<file path="src/rtl/rename_register_file.sv">
// Architectural register file with per-register rename tags for the Tomasulo core.
// Source reads are combinational and bypass a matching same-cycle commit.
module rename_register_file #(
    parameter int unsigned XLEN      = 32,
    parameter int unsigned REG_COUNT = 32,
    parameter int unsigned TAG_WIDTH = 4
) (
    input  logic                 clk,
    input  logic                 rst,
    input  logic                 rollback_in,
    input  logic                 dec_issue_in,
    input  logic [4:0]           dec_rd_in,
    input  logic [TAG_WIDTH-1:0] dec_tag_in,
    input  logic [4:0]           dec_rs1_in,
    input  logic [4:0]           dec_rs2_in,
    output logic [XLEN-1:0]      dec_Vj_out,
    output logic [TAG_WIDTH-1:0] dec_Qj_out,
    output logic [XLEN-1:0]      dec_Vk_out,
    output logic [TAG_WIDTH-1:0] dec_Qk_out,
    input  logic                 commit_rf_signal_in,
    input  logic [4:0]           commit_target_in,
    input  logic [TAG_WIDTH-1:0] commit_tag_in,
    input  logic [XLEN-1:0]      commit_data_in
);

    logic [XLEN-1:0]      value_q [REG_COUNT];
    logic [XLEN-1:0]      value_d [REG_COUNT];
    logic [TAG_WIDTH-1:0] tag_q   [REG_COUNT];
    logic [TAG_WIDTH-1:0] tag_d   [REG_COUNT];

    logic commit_en;
    logic issue_en;

    assign commit_en = commit_rf_signal_in && (commit_target_in != 5'd0);
    assign issue_en  = dec_issue_in && (dec_rd_in != 5'd0) && !rollback_in;

    // Issue is applied after the commit so it overrides the commit's tag clear.
    always_comb begin
        for (int i = 0; i < int'(REG_COUNT); i++) begin
            value_d[i] = value_q[i];
            tag_d[i]   = tag_q[i];
        end
        if (commit_en) begin
            value_d[commit_target_in] = commit_data_in;
            if (tag_q[commit_target_in] == commit_tag_in) begin
                tag_d[commit_target_in] = '0;
            end
        end
        if (rollback_in) begin
            for (int i = 0; i < int'(REG_COUNT); i++) begin
                tag_d[i] = '0;
            end
        end else if (issue_en) begin
            tag_d[dec_rd_in] = dec_tag_in;
        end
        value_d[0] = '0;
        tag_d[0]   = '0;
    end

    always_ff @(posedge clk or posedge rst) begin
        if (rst) begin
            for (int i = 0; i < int'(REG_COUNT); i++) begin
                value_q[i] <= '0;
                tag_q[i]   <= '0;
            end
        end else begin
            for (int i = 0; i < int'(REG_COUNT); i++) begin
                value_q[i] <= value_d[i];
                tag_q[i]   <= tag_d[i];
            end
        end
    end

    logic [TAG_WIDTH-1:0] rs1_tag;
    logic [TAG_WIDTH-1:0] rs2_tag;
    logic                 rs1_bypass;
    logic                 rs2_bypass;

    assign rs1_tag = tag_q[dec_rs1_in];
    assign rs2_tag = tag_q[dec_rs2_in];

    // Nonzero tags only live on x1..x31, so x0 never bypasses.
    assign rs1_bypass = (rs1_tag != '0) && commit_rf_signal_in &&
                        (commit_target_in == dec_rs1_in) && (commit_tag_in == rs1_tag);
    assign rs2_bypass = (rs2_tag != '0) && commit_rf_signal_in &&
                        (commit_target_in == dec_rs2_in) && (commit_tag_in == rs2_tag);

    always_comb begin
        dec_Vj_out = value_q[dec_rs1_in];
        dec_Qj_out = rs1_tag;
        if (rs1_bypass) begin
            dec_Vj_out = commit_data_in;
            dec_Qj_out = '0;
        end
    end

    always_comb begin
        dec_Vk_out = value_q[dec_rs2_in];
        dec_Qk_out = rs2_tag;
        if (rs2_bypass) begin
            dec_Vk_out = commit_data_in;
            dec_Qk_out = '0;
        end
    end

endmodule

</file>
<file path="config.mk">
export PLATFORM = sky130hd
export DESIGN_NAME = rename_register_file
export DESIGN_NICKNAME = d
export VERILOG_FILES = /design/src/rtl/rename_register_file.sv
export SDC_FILE = /design/constraint.sdc
export NUM_CORES = 2
export LEC_CHECK = 0
export BUFFER_PORTS_ARGS = -buffer_cell sky130_fd_sc_hd__buf_2
export CAP_MARGIN = 15
export CORE_ASPECT_RATIO = 0.6
export CORE_MARGIN = 2
export CORE_UTILIZATION = 45
export DETAILED_ROUTE_END_ITERATION = 6
export MAX_ROUTING_LAYER = met4
export PLACE_DENSITY = 0.62
export SETUP_SLACK_MARGIN = 0.05
export SLEW_MARGIN = 20
export SYNTH_ARGS = -nofsm -noshare
export SYNTH_HDL_FRONTEND = slang
export SYNTH_SLANG_ARGS = --single-unit
</file>
<file path="constraint.sdc">
create_clock -name clk -period 94.4 [get_ports clk]
set_clock_uncertainty 0.05 [all_clocks]
set_input_delay 4.72 -clock clk [delete_from_list [all_inputs] [get_ports clk]]
set_output_delay 4.72 -clock clk [all_outputs]
set_load 0.05 [all_outputs]
</file>
After elaboration in Yosys (flattened, before gate mapping):

Cells that the tools add are included.

* reductions and logical operators: 16
* bitwise operators: 6
* mux-type cells: 31
* equal/unequal tests: 5
* order comparisons: 6

Operators by type and width (number)
* 1024-bit bitwise mux: 1
* 32-bit binary-select mux with 5-bit select: 2
* 128-bit 2-to-1 mux: 2
* 124-bit 2-to-1 mux: 2
* 32-bit 2-to-1 mux: 7
* 32-bit demux with 5-bit select: 1
* 124-bit by 128-bit bitwise AND with 128-bit output: 1
* 128-bit bitwise mux: 1
* 128-bit inverter: 1
* 4-bit binary-select mux with 5-bit select: 3
* 4-bit demux with 5-bit select: 2
* 4-bit 2-to-1 mux: 10
* 6-bit >= comparator, second input constant: 4
* 5-bit inverter with 6-bit output: 4
* 4-bit equality test: 3
* 6-bit by 1-bit < comparator with 1-bit output, second input constant: 2
* 1-bit logical AND: 11
* 5-bit equality test: 2
* 5-bit nonzero test: 2
* 4-bit nonzero test: 2
* 1-bit zero test: 1

* output and inout bits: 72
* bits in registers: 1116

Logic depth before layout (Yosys ltp):

* depth in word-level cells: 12
* gate-level depth with buffers: 13

Worst setup path after synthesis:

OpenSTA, ideal clock, no wires.

* path type: input to output
* start point: in dec_rs2_in[1]
* end point: out dec_Vk_out[24]
* path slack: 81864 ps
* arrival: 7766 ps
* path buffers: 6
* stages: 10
* cell sequence: buf_6 -> buf_8 -> clkbuf_1 -> clkbuf_1 -> clkbuf_1 -> buf_1 -> mux4_2 -> mux4_2 -> mux2_2 -> mux2_1

* longest elaborated chain between the ends: 9

RTL lines
* start: declaration: RTL line 15 `input logic [4:0] dec_rs2_in,`
* 5-bit inverter with 6-bit output (implied by the code): RTL line 80, 98
* 4-bit binary-select mux with 5-bit select: RTL line 80 `assign rs2_tag = tag_q[dec_rs2_in];`
* 4-bit 2-to-1 mux (implied by the code) (2 in series): RTL line 80
* 4-bit nonzero test: RTL line 85 `assign rs2_bypass = (rs2_tag != '0) && commit_rf_signal_in &&`
* 1-bit logical AND (2 in series): RTL line 85
* 1-bit logical AND: RTL line 86 `(commit_target_in == dec_rs2_in) && (commit_tag_in == rs2_tag);`
* 32-bit 2-to-1 mux (*): RTL line 100 `if (rs2_bypass) begin`
* end: declaration: RTL line 18 `output logic [XLEN-1:0] dec_Vk_out,`

Mark *: on every way between the ends. The rest lies on a longest branch, timed or not. The select of a mux whose other input is x is not followed.

Worst setup path in the final report:

* start point: in dec_rs2_in[0]
* end point: out dec_Vk_out[19]

Same word-level chain as after synthesis.

==> summary by stage <==
Critical path
The largest driver fanout on the critical path is 56. For the worst setup path, the data arrival time is 10.73 ns. On the critical path, the stage with the largest delay is an instance of sky130_fd_sc_hd__buf_4. At the worst endpoint, the required time is 89.63 ns. Together, buffers and inverters on the worst path number 7. By instance count, the cell type seen most on the critical path is sky130_fd_sc_hd__buf_4. The critical path's top delay family is buffers and inverters. The worst setup path is captured at a primary output.

Traced cell by cell, the critical path runs through buf_8 -> buf_16 -> buf_4 -> buf_4 -> buf_4 -> buf_4 -> mux4_2 -> mux4_2 -> mux2_2 -> mux2_4 -> buf_2. The largest single stage delay on the critical path is 0.86 ns. The critical path startpoint category is a primary input.

The critical path in this run is classified as primary input to primary output.

Synthesis
The most instantiated flip-flop cell in the synthesis netlist is sky130_fd_sc_hd__dfrtp_1. In this run, synthesis produced a sequential element count of 1116. The count of yosys warnings during synthesis is 0. The total standard cell area after synthesis is 0.0629 mm2.

The fraction of the yosys area taken by sequential cells is 44.4%. The synthesized area divided by synthesized cell count is 14.3 um2. The synthesized netlist net count is 4464. Yosys mapped a number of flops with a built-in enable equal to 0. In the synthesized netlist, the number of instances is 4399. Counting flops with an async set or reset pin after synthesis yields a share of 100%.

In this run, distinct cell masters in the synthesized netlist total 62.

Clock tree
Clock latency on the worst-skew pair, taken at its later pin, is 0.75 ns. The number of buffers added by the clock tree synthesis step is 107. The number of setup buffers added after CTS is 0. Counting along the longest clock path gives a buffer depth of 3. The clock tree from TritonCTS is done. After clock tree synthesis, the clock-pin slew on the worst setup and hold paths is 0.07 ns.

In this run, post-CTS repair resized a total of 0 instances. The number of hold buffers added after CTS was 0. Counting every sink on the clock net gives 1116. CTS placed an instance of sky130_fd_sc_hd__clkbuf_16 at the clock tree root.

The H-tree level count is 3.

Place
The routability congestion estimate is 0.929. The count of buffers from port buffering is 136. The wire-length estimate of the detail-placed layout is 110000 um.

Flow run
Max-cap violations in this run came to 0.

Power
The analysis attributes to cell leakage a power of 28.9 nW. The cell area power density is 20.5 mW/mm2. The total power of the final layout is 1.41 mW. Across the VDD grid, the largest voltage drop is 0.0000146 V.

Floorplanning
The die covers 0.143 mm2. Measured along the y axis, the die boundary spans 294 um. In this run the core area contains 106 standard-cell rows. The top-level I/O count is 137. The initial utilization of the core area, before any placement, comes to 45.3%.

The floorplan die width is 487 um. The area of the core is 0.139 mm2.

Cells and area
The most frequent standard cell in the layout excluding fill and tap cells is sky130_fd_sc_hd__dfrtp_1. In the final layout, the multi-input gates occupy 0.0333 mm2. The share of cells above drive strength 1 is 48.7%. Leaving out fill and tap cells, the most frequent cells in the layout are 1116 x sky130_fd_sc_hd__dfrtp_1, 1034 x sky130_fd_sc_hd__mux2_2, 634 x sky130_fd_sc_hd__mux4_2. The register area is 0.0279 mm2. The number of fill cells is 11800. The area growth from synthesis to layout is 8.99%.

After the last flow step, the layout net total stands at 4337.

Drt
The average detailed-routed wire length per instance is 32.5 um. The detail route stage leaves a number of antenna-violating nets equal to 0. After detailed routing, the number of remaining DRC violations is 2. Dividing the detail-routed via count by the number of cells gives 6.75. The total vias in the final route is 41800. After the first detailed-routing iteration, the DRC count stood at 4874. The number of iterations in the first detailed-routing pass is 7. The total detailed-routing wirelength is 201000 um.

Global route
In the global route stage, overall resource usage came out at 29.2%. The number of antenna violations at the first check in global routing is 6. Entering global routing, the biggest net connects 168 pins. The number of global-route vias before repair is 41000. The first global-routing pass estimated 297000 um of wire. For this run the aggregate overflow at the end of global routing stands at 0.

STA
The final-report setup violation count is 0. Setup repair after global routing left no endpoint under its margin. The final period utilization is 16.4%. The total count of hold-check failures in the final report is 0.

The measured slew at the worst slew-check pin is 1.18 ns. The aggregate negative setup slack is 0 ns. The peak clock frequency supported by timing is 64.5 MHz. The total count of max-transition violations in the final report is 0. The worst path needs 15.50 ns of the cycle, external delays included. The worst-case headroom to the max-slew limit is 21.1%.

Run status
The flow ran to the end, but the final reports show violations. The checks that failed: design-rule violations.

Hold path
The worst hold path class is register to register.
cells by family after synthesis:
kind of cell,share of synthesized area [%]
AO/OA/AOI/OAI,5.01
XOR/XNOR,0.264
buffers and inverters,2.99
flip-flops,44.4
multiplexers,43.0
AND/OR/NAND/NOR,4.41
cells in the mapped netlist (7+ instances only):
master	instances	area share, %
sky130_fd_sc_hd__a21oi_1	9	0.072
sky130_fd_sc_hd__a22o_1	65	0.90
sky130_fd_sc_hd__a22oi_1	142	1.7
sky130_fd_sc_hd__a31oi_1	7	0.070
sky130_fd_sc_hd__buf_1	58	0.35
sky130_fd_sc_hd__buf_2	69	0.55
sky130_fd_sc_hd__clkbuf_1	313	1.9
sky130_fd_sc_hd__dfrtp_1	1116	44
sky130_fd_sc_hd__inv_1	9	0.054
sky130_fd_sc_hd__mux2_1	13	0.23
sky130_fd_sc_hd__mux2_2	1034	19
sky130_fd_sc_hd__mux2_4	20	0.48
sky130_fd_sc_hd__mux2i_1	61	0.97
sky130_fd_sc_hd__mux4_2	634	23
sky130_fd_sc_hd__nand2_1	322	1.9
sky130_fd_sc_hd__nand2b_1	11	0.11
sky130_fd_sc_hd__nand3_1	22	0.17
sky130_fd_sc_hd__nand3b_1	9	0.11
sky130_fd_sc_hd__nor2_1	192	1.1
sky130_fd_sc_hd__nor2b_1	16	0.16
sky130_fd_sc_hd__nor3_1	40	0.32
sky130_fd_sc_hd__nor3b_1	10	0.12
sky130_fd_sc_hd__o22ai_1	8	0.080
sky130_fd_sc_hd__o2bb2ai_1	124	1.7
sky130_fd_sc_hd__xnor2_1	7	0.097
sky130_fd_sc_hd__xor2_1	12	0.17
through the flow:
stage               instance area, um2  setup slack, ns  hold slack [ns]  instances  util [%]
floorplan                        62900            58.21            0.407       4399         -
global placement                 65000            78.73            0.421       5998      46.7
detailed placement               65000            78.67            0.431       5998      46.7
CTS                              68500            78.67            0.452       6192      49.3
global route                     68600            78.40            0.465       6197      49.3
finish                           68600            78.90            0.449       6197      49.3
registers in the layout, summed over array words and instances, names as in the netlist:
| name | cells |
|---|---|
| value_q | 992 |
| tag_q | 124 |
where the power goes:
group	internal, mW	switching, mW
registers	0.565	0.0688
clock network	0.250	0.199
logic	0.182	0.143
layer usage:
| layer | GRT usage, % | share of wire (%) | vias to the layer above |
|---|---|---|---|
| met5 | - | 0 | - |
| met4 | 6.76 | 2.3 | 0 |
| met3 | 6.32 | 9.4 | 271 |
| met2 | 41.0 | 44 | 2057 |
| met1 | 43.2 | 45 | 22700 |
| li1 | - | - | 16800 |
final timing paths:
path	from	end	slack [ns]	cells past startpoint
setup reg to reg	tag_q[61]	tag_q[118]	91.04	9
setup / recovery	dec_rs2_in[0]	dec_Vk_out[19]	78.90	11
hold reg to reg	value_q[397]	value_q[397]	0.45	2
hold / removal	value_q[397]	value_q[397]	0.45	2
min in group asynchronous	rst	value_q[150]	4.10	2
max in group asynchronous	rst	value_q[644]	85.42	7
worst register-to-register path, stage by stage (launching register included):
cell and delay [ns]:
sky130_fd_sc_hd__dfrtp_1 0.48, sky130_fd_sc_hd__mux4_2 0.59, sky130_fd_sc_hd__a22o_1 0.21, sky130_fd_sc_hd__a221oi_1 0.38, sky130_fd_sc_hd__o221ai_1 0.24, sky130_fd_sc_hd__xor2_1 0.21
sky130_fd_sc_hd__a2111oi_4 0.31, sky130_fd_sc_hd__buf_4 0.36, sky130_fd_sc_hd__nor3_1 0.17, sky130_fd_sc_hd__o2bb2ai_1 0.19
area by class of cell:
cell class	instances	share of cell area [%]
Sequential cell	1116	40.7
Antenna cell	4	0.0146
Clock inverter	35	0.556
Clock buffer	159	4.65
Timing Repair Buffer	214	2.04
Inverter	10	0.0730
Multi-Input combinational cell	2823	48.6
Tap cell	1836	3.35
Note: power is estimated with default switching activity, not from simulation.
